### config.mk
export PLATFORM = sky130hd
export DESIGN_NAME = mem_port_arbiter
export DESIGN_NICKNAME = d
export VERILOG_FILES = /design/src/rtl/mem_port_arbiter.sv
export SDC_FILE = /design/constraint.sdc
export NUM_CORES = 1
export LEC_CHECK = 0
export ABC_AREA = 1
export CORE_AREA = 5 5 64 66
export CTS_BUF_LIST = sky130_fd_sc_hd__clkbuf_16
export DETAILED_ROUTE_END_ITERATION = 8
export DIE_AREA = 0 0 69 71
export PLACE_DENSITY = 0.74
export SYNTH_ARGS = -nofsm -noshare
export SYNTH_HDL_FRONTEND = slang
export SYNTH_SLANG_ARGS = --single-unit
### constraint.sdc
create_clock -name clk -period 1.3 [get_ports clk]
set_input_delay 0.13 -clock clk [delete_from_list [all_inputs] [get_ports clk]]
set_output_delay 0.13 -clock clk [all_outputs]
set_load 0.03 [all_outputs]
### src/rtl/mem_port_arbiter.sv
// Arbitrates the shared memory operand port between the UART loader (0) and the CPU core (1),
// sequencing one IDLE -> ACCESS -> DONE access per grant.
module mem_port_arbiter #(
    parameter int WORD_WIDTH = 8,
    parameter int ADDR_WIDTH = 3
) (
    input  logic                  clk,
    input  logic                  rst,
    input  logic                  prog_mode,
    input  logic                  req0,
    input  logic                  req1,
    input  logic                  we0,
    input  logic                  we1,
    input  logic [ADDR_WIDTH-1:0] addr0,
    input  logic [ADDR_WIDTH-1:0] addr1,
    input  logic [WORD_WIDTH-1:0] wdata0,
    input  logic [WORD_WIDTH-1:0] wdata1,
    output logic                  ack0,
    output logic                  ack1,
    output logic [WORD_WIDTH-1:0] rdata,
    output logic                  busy,
    output logic                  mem_write,
    output logic                  mem_drive,
    output logic [ADDR_WIDTH-1:0] mem_addr,
    output logic [WORD_WIDTH-1:0] mem_wdata,
    input  logic [WORD_WIDTH-1:0] mem_rdata
);

    typedef enum logic [1:0] {
        IDLE   = 2'd0,
        ACCESS = 2'd1,
        DONE   = 2'd2
    } state_t;

    state_t                  state_reg, state_next;
    logic                    last_grant_reg, last_grant_next;
    logic                    id_reg, id_next;
    logic                    mem_write_reg, mem_write_next;
    logic [ADDR_WIDTH-1:0]   mem_addr_reg, mem_addr_next;
    logic [WORD_WIDTH-1:0]   mem_wdata_reg, mem_wdata_next;
    logic [WORD_WIDTH-1:0]   rdata_reg, rdata_next;

    logic                    eff_req0;
    logic                    eff_req1;
    logic                    winner;

    assign eff_req0 = req0;
    assign eff_req1 = req1 & ~prog_mode;

    always_ff @(posedge clk) begin
        if (rst) begin
            state_reg      <= IDLE;
            last_grant_reg <= 1'b1;
            id_reg         <= 1'b0;
            mem_write_reg  <= 1'b0;
            mem_addr_reg   <= '0;
            mem_wdata_reg  <= '0;
            rdata_reg      <= '0;
        end else begin
            state_reg      <= state_next;
            last_grant_reg <= last_grant_next;
            id_reg         <= id_next;
            mem_write_reg  <= mem_write_next;
            mem_addr_reg   <= mem_addr_next;
            mem_wdata_reg  <= mem_wdata_next;
            rdata_reg      <= rdata_next;
        end
    end

    always_comb begin
        state_next      = state_reg;
        last_grant_next = last_grant_reg;
        id_next         = id_reg;
        mem_write_next  = mem_write_reg;
        mem_addr_next   = mem_addr_reg;
        mem_wdata_next  = mem_wdata_reg;
        rdata_next      = rdata_reg;
        winner          = 1'b0;

        case (state_reg)
            IDLE: begin
                if (eff_req0 | eff_req1) begin
                    // On contention the requester that did not win last time gets the port.
                    winner          = (eff_req0 & eff_req1) ? ~last_grant_reg : eff_req1;
                    id_next         = winner;
                    last_grant_next = winner;
                    mem_write_next  = winner ? we1 : we0;
                    mem_addr_next   = winner ? addr1 : addr0;
                    mem_wdata_next  = winner ? wdata1 : wdata0;
                    state_next      = ACCESS;
                end
            end
            ACCESS: begin
                if (!mem_write_reg) begin
                    rdata_next = mem_rdata;
                end
                mem_write_next = 1'b0;
                state_next     = DONE;
            end
            DONE: begin
                state_next = IDLE;
            end
            default: begin
                state_next     = IDLE;
                mem_write_next = 1'b0;
            end
        endcase
    end

    // Acks are decoded from state so a reset edge removes them together with the FSM.
    assign ack0      = (state_reg == DONE) && (id_reg == 1'b0);
    assign ack1      = (state_reg == DONE) && (id_reg == 1'b1);
    assign busy      = (state_reg == ACCESS) || (state_reg == DONE);
    assign rdata     = rdata_reg;
    assign mem_write = mem_write_reg;
    assign mem_drive = mem_write_reg;
    assign mem_addr  = mem_addr_reg;
    assign mem_wdata = mem_wdata_reg;

endmodule

==> results.json <==
{
  "max-vdd-ir-drop_mv": 1.03,
  "num_rows": 22,
  "path_cells": "inv_1 -> ha_2 -> buf_6",
  "ioPinCount": 61,
  "num_vias": 1226,
  "critPathLaunch": "state_reg[1]$_SDFFE_PP0P_",
  "slowest_delay_ns": 0.36,
  "clkLatencyLatePin_ns": 0.25,
  "antenna_found_initial": 0,
  "numPlacedInstances": 285,
  "hpwl_um": 2340,
  "seq_area_frac_synth": 0.413,
  "fin_cells": 290,
  "ant_nets": 0,
  "cp.arrival_ns": 1.13,
  "grt_pass1_wl_um": 4870,
  "fin_util": 0.554,
  "tightestPinTransition_ns": 0.336,
  "firstDrtPassIters": 3,
  "finalHoldViolCount": 0,
  "crit_required_ns": 1.17,
  "dieArea_mm2": 0.00490,
  "drt-total-wl_um": 2990,
  "nets": 284,
  "maxCapViolations": 0,
  "postSynthAreaPerCell_um2": 6.64,
  "ys_warn_count": 0,
  "slew_headroom": 0.777,
  "rrSetupSlack_ns": 0.07,
  "critical_path.endpoint": "busy",
  "worstPathMaxFanout": 3,
  "die_y_um": 71,
  "p_leak_nw": 1.02,
  "critPathLaunchType": "flip-flop",
  "endpoint_kind": "primary output",
  "rsz0062_at_grt": "true",
  "rr_worst_depth": 7,
  "grt_pass1_vias": 1080,
  "wl_per_cell_um": 10.3,
  "syn_nets": 216,
  "initial_core_util": 0.330,
  "synth_area_mm2": 0.00116,
  "hold_buffers": 0,
  "die_w_um": 69,
  "powerDensity_mw_per_mm2": 1190,
  "path_clk_slew_ns": 0.06,
  "synth_area_leader_cell": "dfxtp_1",
  "drcViolationCount": 0,
  "clock_sinks": 24,
  "grt_overflow": 0,
  "r2r_start": "state_reg[0]$_SDFFE_PP0P_",
  "critPathSlowestCell": "dfxtp_4",
  "clk_root_buffer_cell": "clkbuf_16",
  "grt_usage": 0.119,
  "synth_cell_type_count": 19,
  "area_growth_pct": 68.0,
  "outcome": "completed",
  "cts_tree": "done",
  "numPortBuffers": 60,
  "core_area_mm2": 0.00352,
  "gp_congestion": 0.764,
  "worstSetupPathType": "reg -> out",
  "synth_top_area_share": 0.413,
  "period_needed_ns": 1.26,
  "r2r-end": "rdata[6]$_SDFFE_PP0P_",
  "slew_violations": 0,
  "ys_ff_latch": 24,
  "via_per_inst": 4.23,
  "cts_buffer_depth": 2,
  "numCtsBuffers": 3,
  "hp-class": "reg -> reg",
  "netlist_top_cells_area": "dfxtp_1, nor2_1, nand2_1, inv_1, o21ai_0",
  "first_iter_violations": 83,
  "setup_viol": 0,
  "synthCells": 175,
  "grt_max_degree": 23,
  "clock_skew_ns": 0.00224,
  "drive_gt1_frac": 0.116,
  "fin_crit_sh": 0.973,
  "diodes": 0,
  "h-tree-depth": 1,
  "fmax_mhz": 791
}
[cell type report]
type | instances | area [µm²]
repair buffers | 70 | 674
clock buffers | 3 | 75.1
multi-input cells | 120 | 559
flip-flops and latches | 24 | 485
fillers | 369 | 1570
well taps | 48 | 60.1
inverters | 24 | 95.1
clock inverters | 1 | 3.75
[cells in the final DEF, fill, tap and decap left out, drive strengths merged]
cell / n
nor2: 53
clkdlybuf4s50: 36
nand2: 34
dfxtp: 24
inv: 24
dlygate4sd2: 21
o21ai: 20
buf: 13
nand3: 5
ha: 4
a21oi: 3
clkbuf: 3
o211ai: 1
clkinv: 1
[per-layer routing]
layer,part of all wire,vias up,wire [µm],GRT usage
met5,0,-,0,0
met3,0.062,2,187,0.0412
met2,0.48,34,1420,0.203
li1,-,660,-,-
met4,0.0040,0,12,0.0195
met1,0.46,530,1370,0.148
[cells in the mapped netlist]
cell type,number
a21oi_1,3
buf_2,2
buf_4,1
buf_6,2
clkbuf_1,2
dfxtp_1,24
ha_1,4
inv_1,22
inv_2,1
inv_4,1
nand2_1,31
nand2_2,2
nand2_4,1
nand3_1,4
nand3_2,1
nor2_1,53
o211ai_1,1
o21ai_0,14
o21ai_1,6
[power breakdown]
part	internal, W	total (W)	switching [W]
clock	0.000410	0.000653	0.000243
sequential	0.000833	0.000880	0.0000470
combinational	0.000339	0.000796	0.000456
[worst min path at each step]
| stage | from | end | depth (start not counted) |
|---|---|---|---|
| floorplan | rst | id_reg$_SDFFE_PP0P_ | 1 |
| global placement | last_grant_reg$_SDFFE_PP1P_ | last_grant_reg$_SDFFE_PP1P_ | 2 |
| detailed placement | last_grant_reg$_SDFFE_PP1P_ | last_grant_reg$_SDFFE_PP1P_ | 2 |
| CTS | mem_rdata[6] | rdata[6]$_SDFFE_PP0P_ | 3 |
| global route | mem_rdata[4] | rdata[4]$_SDFFE_PP0P_ | 3 |
| finish | last_grant_reg$_SDFFE_PP1P_ | last_grant_reg$_SDFFE_PP1P_ | 2 |
[worst max-delay path: cells and delay by family, from the launching register on]
kind	cells	cell delay, ns
adder cells (fa/ha/maj)	1	0.33
flip-flops	1	0.36
buffers and inverters	2	0.19
[repair_timing]
item                                    CTS  global route
pin swaps                                 1             1
resized for setup                        26             7
endpoints found under the setup margin   24            15
buffers inserted                          1             0
[logic make-up after synthesis]
kind of cell | share of synthesized area
AO/OA/AOI/OAI | 0.105
adder cells (fa/ha/maj) | 0.0431
buffers and inverters | 0.121
flip-flops | 0.413
AND/OR/NAND/NOR | 0.318
[per-stage QoR]
step	hold slack [ns]	TNS (ns)	setup slack, ns	power [W]	area [µm²]
2_1_floorplan	0.199	0	0.0706	0.00136	1160
3_3_place_gp	0.444	-0.524	-0.0686	0.00172	1860
3_5_place_dp	0.443	-1.07	-0.112	0.00173	1860
4_1_cts	0.460	0	0.0203	0.00235	1940
5_1_grt	0.468	-0.0114	-0.00619	0.00247	1950
6_report	0.457	0	0.0352	0.00233	1950
Power figures use the tool's default switching activity.
